==> config.mk <==
export PLATFORM = sky130hd
export DESIGN_NAME = simple_spi_master
export DESIGN_NICKNAME = d
export VERILOG_FILES = /design/src/rtl/simple_spi_master_pkg.sv /design/src/rtl/simple_spi_master.sv
export SDC_FILE = /design/constraint.sdc
export NUM_CORES = 1
export LEC_CHECK = 0
export CORE_MARGIN = 2
export CORE_UTILIZATION = 30
export CTS_BUF_LIST = sky130_fd_sc_hd__clkbuf_8
export CTS_CLUSTER_DIAMETER = 200
export DETAILED_ROUTE_END_ITERATION = 12
export PLACE_DENSITY = 0.57
export SLEW_MARGIN = 10
export SYNTH_ARGS = -nofsm -noshare
export SYNTH_HDL_FRONTEND = slang
export SYNTH_SLANG_ARGS = --single-unit
export TNS_END_PERCENT = 50
==> constraint.sdc <==
create_clock -name system_clk -period 2.2 [get_ports system_clk]
set_clock_uncertainty 0.2 [all_clocks]
set_input_delay 0.66 -clock system_clk [delete_from_list [all_inputs] [get_ports system_clk]]
set_output_delay 0.66 -clock system_clk [all_outputs]
set_load 0.02 [all_outputs]
==> src/rtl/simple_spi_master_pkg.sv <==
// Shared state encoding for the mode-0 SPI master.
package simple_spi_master_pkg;

    typedef enum logic [2:0] {
        IDLE  = 3'd0,
        SETUP = 3'd1,
        HIGH  = 3'd2,
        LOW   = 3'd3,
        HOLD  = 3'd4,
        GAP   = 3'd5
    } spi_state_e;

endpackage

==> src/rtl/simple_spi_master.sv <==
// Mode-0 (CPOL=0, CPHA=0) MSB-first SPI master with a start/busy/done word handshake.
// All pin outputs come straight from flops; SPI clock is system_clk / (2*HALF_PERIOD).
module simple_spi_master
    import simple_spi_master_pkg::*;
#(
    parameter int WIDTH       = 4,
    parameter int HALF_PERIOD = 4
) (
    input  logic             system_clk,
    input  logic             system_rst_n,
    input  logic             start,
    input  logic [WIDTH-1:0] value_mosi,
    output logic [WIDTH-1:0] value_miso,
    output logic             busy,
    output logic             done,
    output logic             pin_ncs,
    output logic             pin_clk,
    output logic             pin_mosi,
    input  logic             pin_miso
);

    localparam int PW = $clog2(HALF_PERIOD + 1);
    localparam int BW = $clog2(WIDTH + 1);
    localparam logic [PW-1:0] PH_LOAD  = PW'(HALF_PERIOD - 1);
    localparam logic [BW-1:0] BIT_LAST = BW'(WIDTH - 1);

    spi_state_e       state_q, state_d;
    logic [PW-1:0]    phase_q, phase_d;
    logic [BW-1:0]    bit_cnt_q, bit_cnt_d;
    logic [WIDTH-1:0] tx_q, tx_d;
    logic [WIDTH-1:0] rx_q, rx_d;
    logic [WIDTH-1:0] value_miso_q, value_miso_d;
    logic             ncs_q, ncs_d;
    logic             sclk_q, sclk_d;
    logic             mosi_q, mosi_d;
    logic             busy_q, busy_d;
    logic             done_q, done_d;
    logic             phase_end;

    assign phase_end = (phase_q == '0);

    always_comb begin
        state_d      = state_q;
        phase_d      = phase_q;
        bit_cnt_d    = bit_cnt_q;
        tx_d         = tx_q;
        rx_d         = rx_q;
        value_miso_d = value_miso_q;
        ncs_d        = ncs_q;
        sclk_d       = sclk_q;
        mosi_d       = mosi_q;
        busy_d       = busy_q;
        done_d       = 1'b0;

        if (state_q != IDLE) begin
            phase_d = phase_end ? PH_LOAD : phase_q - 1'b1;
        end

        case (state_q)
            IDLE: begin
                if (start) begin
                    // tx holds the bits still to be sent, next one in the MSB
                    tx_d      = {value_mosi[WIDTH-2:0], 1'b0};
                    ncs_d     = 1'b0;
                    mosi_d    = value_mosi[WIDTH-1];
                    bit_cnt_d = '0;
                    busy_d    = 1'b1;
                    phase_d   = PH_LOAD;
                    state_d   = SETUP;
                end
            end
            SETUP, LOW: begin
                if (phase_end) begin
                    sclk_d  = 1'b1;
                    state_d = HIGH;
                end
            end
            HIGH: begin
                if (phase_end) begin
                    rx_d      = {rx_q[WIDTH-2:0], pin_miso};
                    sclk_d    = 1'b0;
                    bit_cnt_d = bit_cnt_q + 1'b1;
                    if (bit_cnt_q == BIT_LAST) begin
                        state_d = HOLD;
                    end else begin
                        mosi_d  = tx_q[WIDTH-1];
                        tx_d    = {tx_q[WIDTH-2:0], 1'b0};
                        state_d = LOW;
                    end
                end
            end
            HOLD: begin
                if (phase_end) begin
                    ncs_d        = 1'b1;
                    mosi_d       = 1'b0;
                    value_miso_d = rx_q;
                    done_d       = 1'b1;
                    state_d      = GAP;
                end
            end
            GAP: begin
                if (phase_end) begin
                    busy_d    = 1'b0;
                    phase_d   = '0;
                    bit_cnt_d = '0;
                    state_d   = IDLE;
                end
            end
            default: begin
                state_d = IDLE;
            end
        endcase
    end

    always_ff @(posedge system_clk or negedge system_rst_n) begin
        if (!system_rst_n) begin
            state_q      <= IDLE;
            phase_q      <= '0;
            bit_cnt_q    <= '0;
            tx_q         <= '0;
            rx_q         <= '0;
            value_miso_q <= '0;
            ncs_q        <= 1'b1;
            sclk_q       <= 1'b0;
            mosi_q       <= 1'b0;
            busy_q       <= 1'b0;
            done_q       <= 1'b0;
        end else begin
            state_q      <= state_d;
            phase_q      <= phase_d;
            bit_cnt_q    <= bit_cnt_d;
            tx_q         <= tx_d;
            rx_q         <= rx_d;
            value_miso_q <= value_miso_d;
            ncs_q        <= ncs_d;
            sclk_q       <= sclk_d;
            mosi_q       <= mosi_d;
            busy_q       <= busy_d;
            done_q       <= done_d;
        end
    end

    assign value_miso = value_miso_q;
    assign busy       = busy_q;
    assign done       = done_q;
    assign pin_ncs    = ncs_q;
    assign pin_clk    = sclk_q;
    assign pin_mosi   = mosi_q;

endmodule

==> results of run 1 <==
[registers in the layout, summed over array words and instances (netlist names)]
signal	cells
pin_ncs	1
pin_clk	1
bit_cnt_q	3
busy	1
value_miso	4
tx_q	3
phase_q	3
pin_mosi	1
state_q	3
done	1
rx_q	4
[cell families after synthesis]
| logic type | count (synthesis) | share of synthesized area |
|---|---|---|
| flops | 25 | 0.489 |
| mux | 15 | 0.132 |
| buf+inv | 12 | 0.0459 |
| fa+ha+maj | 4 | 0.0390 |
| simple gates | 31 | 0.151 |
| xor+xnor | 1 | 0.00683 |
| compound gates | 27 | 0.137 |
[layout by cell type (no fill, tap or decap), types with 2 or more instances in the layout]
cell type         n
inv_1             6
nand2b_1          4
nand3b_1          2
mux2_2           14
nor2_1            4
clkbuf_8          3
nor3_1            3
dfrtp_1          24
a21oi_1           7
buf_4             8
a211oi_1          2
nand3_1           2
o21ai_0           8
ha_1              3
nand2_1           5
clkdlybuf4s50_1  15
nor2b_1           2
[where the power goes]
group          leakage (nW)  switching [mW]  internal, mW
combinational         0.345           0.417         0.460
clock                0.0217           0.152         0.129
sequential            0.311           0.129         0.621
total                 0.677           0.698          1.21
[cells in the mapped netlist (all sizes together)]
master,number
a221oi,1
or4,1
mux2,15
a21oi,7
nand3b,2
nand2b,4
o31ai,1
dfstp,1
nor3,3
a211oi,2
xor2,1
nor2,5
clkbuf,2
nand3,2
dfrtp,24
o22ai,1
nand4,1
o21bai,1
o2bb2ai,1
a21o,1
nor2b,2
buf,4
o32ai,1
nand2,5
or4bb,1
nor3b,2
or3b,2
nand4bb,1
o21a,1
a211o,1
o21ai,8
inv,6
a22oi,1
ha,4
[worst min path at each step]
stage                        startpoint  cells after the start  slack, ns                        end
5_1_grt             rx_q[3]$_DFFE_PN0P_                      1       0.32  value_miso[3]$_DFFE_PN0P_
3_3_place_gp       pin_mosi$_DFFE_PN0P_                      1       0.27       pin_mosi$_DFFE_PN0P_
6_report           pin_mosi$_DFFE_PN0P_                      1       0.30       pin_mosi$_DFFE_PN0P_
2_1_floorplan              system_rst_n                      0       0.16   bit_cnt_q[0]$_DFFE_PN0P_
3_5_place_dp       pin_mosi$_DFFE_PN0P_                      1       0.29       pin_mosi$_DFFE_PN0P_
4_1_cts        bit_cnt_q[0]$_DFFE_PN0P_                      1       0.31   bit_cnt_q[0]$_DFFE_PN0P_
[stage by stage]
step | setup slack, ns | cell area (um2) | hold slack (ns) | utilization
finish | 0.0638 | 1580 | 0.302 | 0.389
global route | 0.00783 | 1580 | 0.322 | 0.389
CTS | 0.0301 | 1580 | 0.312 | 0.389
detailed placement | -0.0814 | 1530 | 0.288 | 0.377
global placement | -0.0276 | 1530 | 0.273 | 0.377
floorplan | 0.133 | 1280 | 0.164 | -
[layout make-up]
cell class | instances | area (um2)
fill | 389 | 2480
sequential | 25 | 627
multi-input combinational | 78 | 599
timing repair buffer | 24 | 219
tap | 50 | 62.6
clock buffer | 3 | 41.3
inverter | 6 | 22.5
clock inverter | 1 | 7.51
[layer usage]
layer	up-vias	track usage	wire (um)
li1	457	-	-
met1	446	0.141	1150
met2	15	0.199	1240
met3	5	0.0218	71
met4	0	0.0523	46
met5	-	0	0
[timing repair]
action,CTS,global route
gates resized for setup,1,1
setup endpoints to repair,1,1
pin swaps,0,1
==> summary.txt, run 1 <==
Worst setup path
  • Critical path buffers and inverters: 1
  • Worst setup EP type: output pin
  • R2R depth: 5
  • Critical-path top delay cell: clkdlybuf4s50_1
  • Worst path depth: 1
  • Crit start category: flop
  • Setup CP Type: flop to output pin
  • Worst EP arrival: 1.28 ns
  • Worst Setup SP: busy$_DFFE_PN0P_
  • R2r setup slk: 0.10 ns
  • Critical Path Max Stage Delay: 0.62 ns
  • Crit path max fanout: 3
  • Crit-path cells: clkdlybuf4s50_1
  • Worst EP required: 1.34 ns
  • CP delay by family, top: buffers and inverters
  • CP endpoint: busy
  • Crit Reg-Reg Endpoint: pin_mosi$_DFFE_PN0P_
  • R2r startpoint: bit_cnt_q[0]$_DFFE_PN0P_

STA
  • Worst relative slew slack: 0.722
  • Setup violators final: 0
  • Post-route minimum period: 2.14 ns
  • Final hold violations: 0
  • Actual slew at the worst max-slew pin: 0.417 ns
  • Final slew viol count: 0
  • Fmax achieved: 468 MHz
  • RSZ-0062 raised after global routing: no
  • Setup_tns: 0 ns
  • Final period util: 0.971

Die
  • Die height: 69.4 um
  • Floorplan row count: 23
  • Die Area: 0.00481 mm2
  • Core area: 0.00406 mm2
  • Starting Density: 0.316
  • Width of the die: 69.4 um
  • Top Ports: 17

Min path
  • HP Class: flop to flop

Synth
  • Mean post-synth cell area: 11.2 um2
  • Post-synth top area share: 0.468
  • Synth Instances: 115
  • Synth area leaders: dfrtp_1 (47%), mux2_2 (12%), ha_1 (3.9%), o21ai_0 (3.1%), a21oi_1 (2.7%)
  • Synthesis-stage register bit count: 25
  • Sequential area share after synthesis: 0.489
  • Yosys warns: 0
  • Synth area leader: dfrtp_1
  • Post-synthesis cell type count: 40
  • Post-Syn Area: 0.00128 mm2
  • Post-synth net total: 127

Place
  • Input/output buffers: 16
  • RePlAce Congestion: 0.780
  • Post-DP HPWL: 1860 um
  • DP Cell Count: 183

Clock tree
  • CTS tree: done
  • CTS buffer count: 3
  • Post-CTS Hold Buffers: 0
  • Later-pin clock latency in the skew report: 0.27 ns
  • Worst-path clk slew: 0.09 ns
  • # clock sinks: 25
  • Max Buffers Root-to-Sink: 2
  • Htree depth: 1
  • Post-CTS setup buffers: 0
  • CTS Root Cell: clkbuf_8

Cells and area
  • Antenna cells: 0
  • Post-route non-filler standard cell count: 187
  • Layout cells sized above 1: 0.241
  • Area growth, synth to finish: 23.1%
  • Net total in the final layout: 150

Drt
  • DRC: 0
  • WL/cell: 13.4 um
  • Post-route ant nets: 0
  • Routed vias: 923
  • DRT Pass-1 Iters: 4
  • Via density: 4.94
  • DR iter-0 viols: 14
  • Drt total wl: 2510 um

Global route
  • Vias in the first global route: 969
  • Pin count of the biggest net entering global routing: 26
  • Initial antenna violation count: 0
  • Global-route usage over all layers: 0.116
  • Global-route wire length before repair: 4480 um
  • Total gr overflow: 0

Status
  • Status: finished clean

Job
  • Maximum Capacitance Violations: 0

Pwr
  • Power per standard cell area: 1210 mW/mm2
  • Total power: 1.91 mW
  • Leak pwr: 0.677 nW
  • Worst vdd ir: 0.000590 V
Note: power is estimated with default switching activity, not from simulation.
==> run 2, diff against run 1 <==
--- a/config.mk
+++ b/config.mk
@@ -10,7 +10,7 @@
 export CTS_BUF_LIST = sky130_fd_sc_hd__clkbuf_8
 export CTS_CLUSTER_DIAMETER = 200
 export DETAILED_ROUTE_END_ITERATION = 12
-export PLACE_DENSITY = 0.57
+export PLACE_DENSITY = 0.56
 export SLEW_MARGIN = 10
 export SYNTH_ARGS = -nofsm -noshare
 export SYNTH_HDL_FRONTEND = slang
==> constraint.sdc (replaced) <==
create_clock -name system_clk -period 2.3 [get_ports system_clk]
set_clock_uncertainty 0.2 [all_clocks]
set_input_delay 0.69 -clock system_clk [delete_from_list [all_inputs] [get_ports system_clk]]
set_output_delay 0.69 -clock system_clk [all_outputs]
set_load 0.02 [all_outputs]
==> run 2 against run 1 <==
- critical path depth up 4
- clock power down 5%
- sequential cell count unchanged
- cell area down 1.1%
- core utilization down 0.43 points
- combinational power down 5.4%
- non-clock buffer count down 2
- global-route usage down 0.21 points
- critical path type is now flop to flop
==> summary.txt, run 2 (same netlist as run 1, synthesis figures left out) <==
Global route
  • Global-route wire length before repair: 4460 um
  • Global-route usage over all layers: 0.114
  • Total gr overflow: 0
  • Initial antenna violation count: 0
  • Vias in the first global route: 968
  • Pin count of the biggest net entering global routing: 26

Drt
  • DRC: 0
  • DRT Pass-1 Iters: 4
  • Post-route ant nets: 0
  • Via density: 5.02
  • Drt total wl: 2470 um
  • WL/cell: 13.3 um
  • Routed vias: 929
  • DR iter-0 viols: 67

Place
  • DP Area: 0.00151 mm2
  • Worst slack at placement: -0.130 ns
  • Post-DP HPWL: 1800 um
  • RePlAce Congestion: 0.729
  • DP Cell Count: 181
  • Input/output buffers: 16

STA
  • Actual slew at the worst max-slew pin: 0.510 ns
  • Fmax achieved: 458 MHz
  • Setup violators final: 0
  • Final period util: 0.949
  • WHS: 0.310 ns
  • Post-route minimum period: 2.18 ns
  • Worst Setup Slack, final: 0.118 ns
  • RSZ-0062 raised after global routing: no
  • Worst relative slew slack: 0.660
  • Final hold violations: 0
  • Setup_tns: 0 ns
  • Final slew viol count: 0

Cells and area
  • Net total in the final layout: 148
  • Most common cell after layout, fill and taps aside: dfrtp_1
  • Layout cells sized above 1: 0.222
  • Final instance area: 0.00156 mm2
  • Antenna cells: 0
  • Final Util: 0.385
  • Area growth, synth to finish: 21.8%
  • Commonest non-fill, non-tap cells in the layout: dfrtp_1 (24), clkdlybuf4s50_1 (15), mux2_2 (14)
  • Post-route non-filler standard cell count: 185

Die
  • Top Ports: 17
  • Die height: 69.4 um
  • Floorplan row count: 23
  • Width of the die: 69.4 um
  • Starting Density: 0.316
  • Die Area: 0.00481 mm2
  • Core area: 0.00406 mm2

Clock tree
  • Max Buffers Root-to-Sink: 2
  • CTS tree: done
  • CTS Root Cell: clkbuf_8
  • # clock sinks: 25
  • Worst-path clk slew: 0.09 ns
  • Post-CTS setup buffers: 0
  • Later-pin clock latency in the skew report: 0.27 ns
  • CTS buffer count: 3
  • Htree depth: 1

Min path
  • Worst hold stages: 1
  • HP Class: flop to flop

Pwr
  • Total power: 1.82 mW
  • Power per standard cell area: 1170 mW/mm2
  • Leak pwr: 0.669 nW
  • Worst vdd ir: 0.000399 V

Worst setup path
  • CP delay by family, top: adder cells
  • Critical path buffers and inverters: 0
  • Worst path depth: 5
  • Worst EP required: 2.26 ns
  • Critical Path Max Stage Delay: 0.41 ns
  • Setup CP Type: flop to flop
  • Crit path max fanout: 4
  • Crit start category: flop
  • Worst setup EP type: flop
  • Most frequent CP cell: ha_1
  • Crit-path cells: ha_1 > ha_1 > or3b_4 > a221oi_2 > mux2_1
  • R2R depth: 5
  • Worst EP arrival: 2.14 ns
  • Critical-path top delay cell: dfrtp_1

Status
  • Status: finished clean

Job
  • Maximum Capacitance Violations: 0
[run 2: cell types whose count changed in the layout (fill, tap and decap cells not counted)]
cell   change
buf_4      -2
ha_2       -1
ha_1       +1
[run 2: layout make-up]
class / count / area (um2)
sequential: 25 / 627
fill: 374 / 2500
multi-input combinational: 78 / 597
inverter: 6 / 22.5
tap: 50 / 62.6
clock buffer: 3 / 41.3
timing repair buffer: 22 / 204
clock inverter: 1 / 7.51
[run 2: report_power, final]
part | switching, mW | internal, mW
Clock | 0.144 | 0.123
Sequential | 0.131 | 0.594
Combinational | 0.399 | 0.431
[run 2: timing repair]
item | 4_1_cts | 5_1_grt
resized for setup | 1 | 0
hold buffers | 0 | 0
endpoints found under the setup margin | 1 | 0
[run 2: path summary, 6_finish.rpt]
| path | start | endpoint | slack (ns) |
|---|---|---|---|
| worst max-delay path | bit_cnt_q[0]$_DFFE_PN0P_ | pin_mosi$_DFFE_PN0P_ | 0.12 |
| worst min-delay path | pin_ncs$_DFFE_PN1P_ | pin_ncs$_DFFE_PN1P_ | 0.31 |
| worst max register to register | bit_cnt_q[0]$_DFFE_PN0P_ | pin_mosi$_DFFE_PN0P_ | 0.12 |
| worst min register to register | pin_ncs$_DFFE_PN1P_ | pin_ncs$_DFFE_PN1P_ | 0.31 |
| max in group asynchronous | system_rst_n | pin_ncs$_DFFE_PN1P_ | 1.03 |
| min in group asynchronous | system_rst_n | tx_q[2]$_DFFE_PN0P_ | 0.57 |
[run 2: metal layers]
metal	track usage	part of all wire	vias up
li1	-	-	454
met1	0.147	0.47	458
met2	0.190	0.49	15
met3	0.0189	0.027	2
met4	0.0436	0.0077	0
met5	0	0	-
==> run 3, diff against run 2 <==
--- a/config.mk
+++ b/config.mk
@@ -5,6 +5,7 @@
 export SDC_FILE = /design/constraint.sdc
 export NUM_CORES = 1
 export LEC_CHECK = 0
+export CAP_MARGIN = 30
 export CORE_MARGIN = 2
 export CORE_UTILIZATION = 30
 export CTS_BUF_LIST = sky130_fd_sc_hd__clkbuf_8
==> results of run 3 <==
No change in the layout: final DEF, timing and power equal those of run 2.
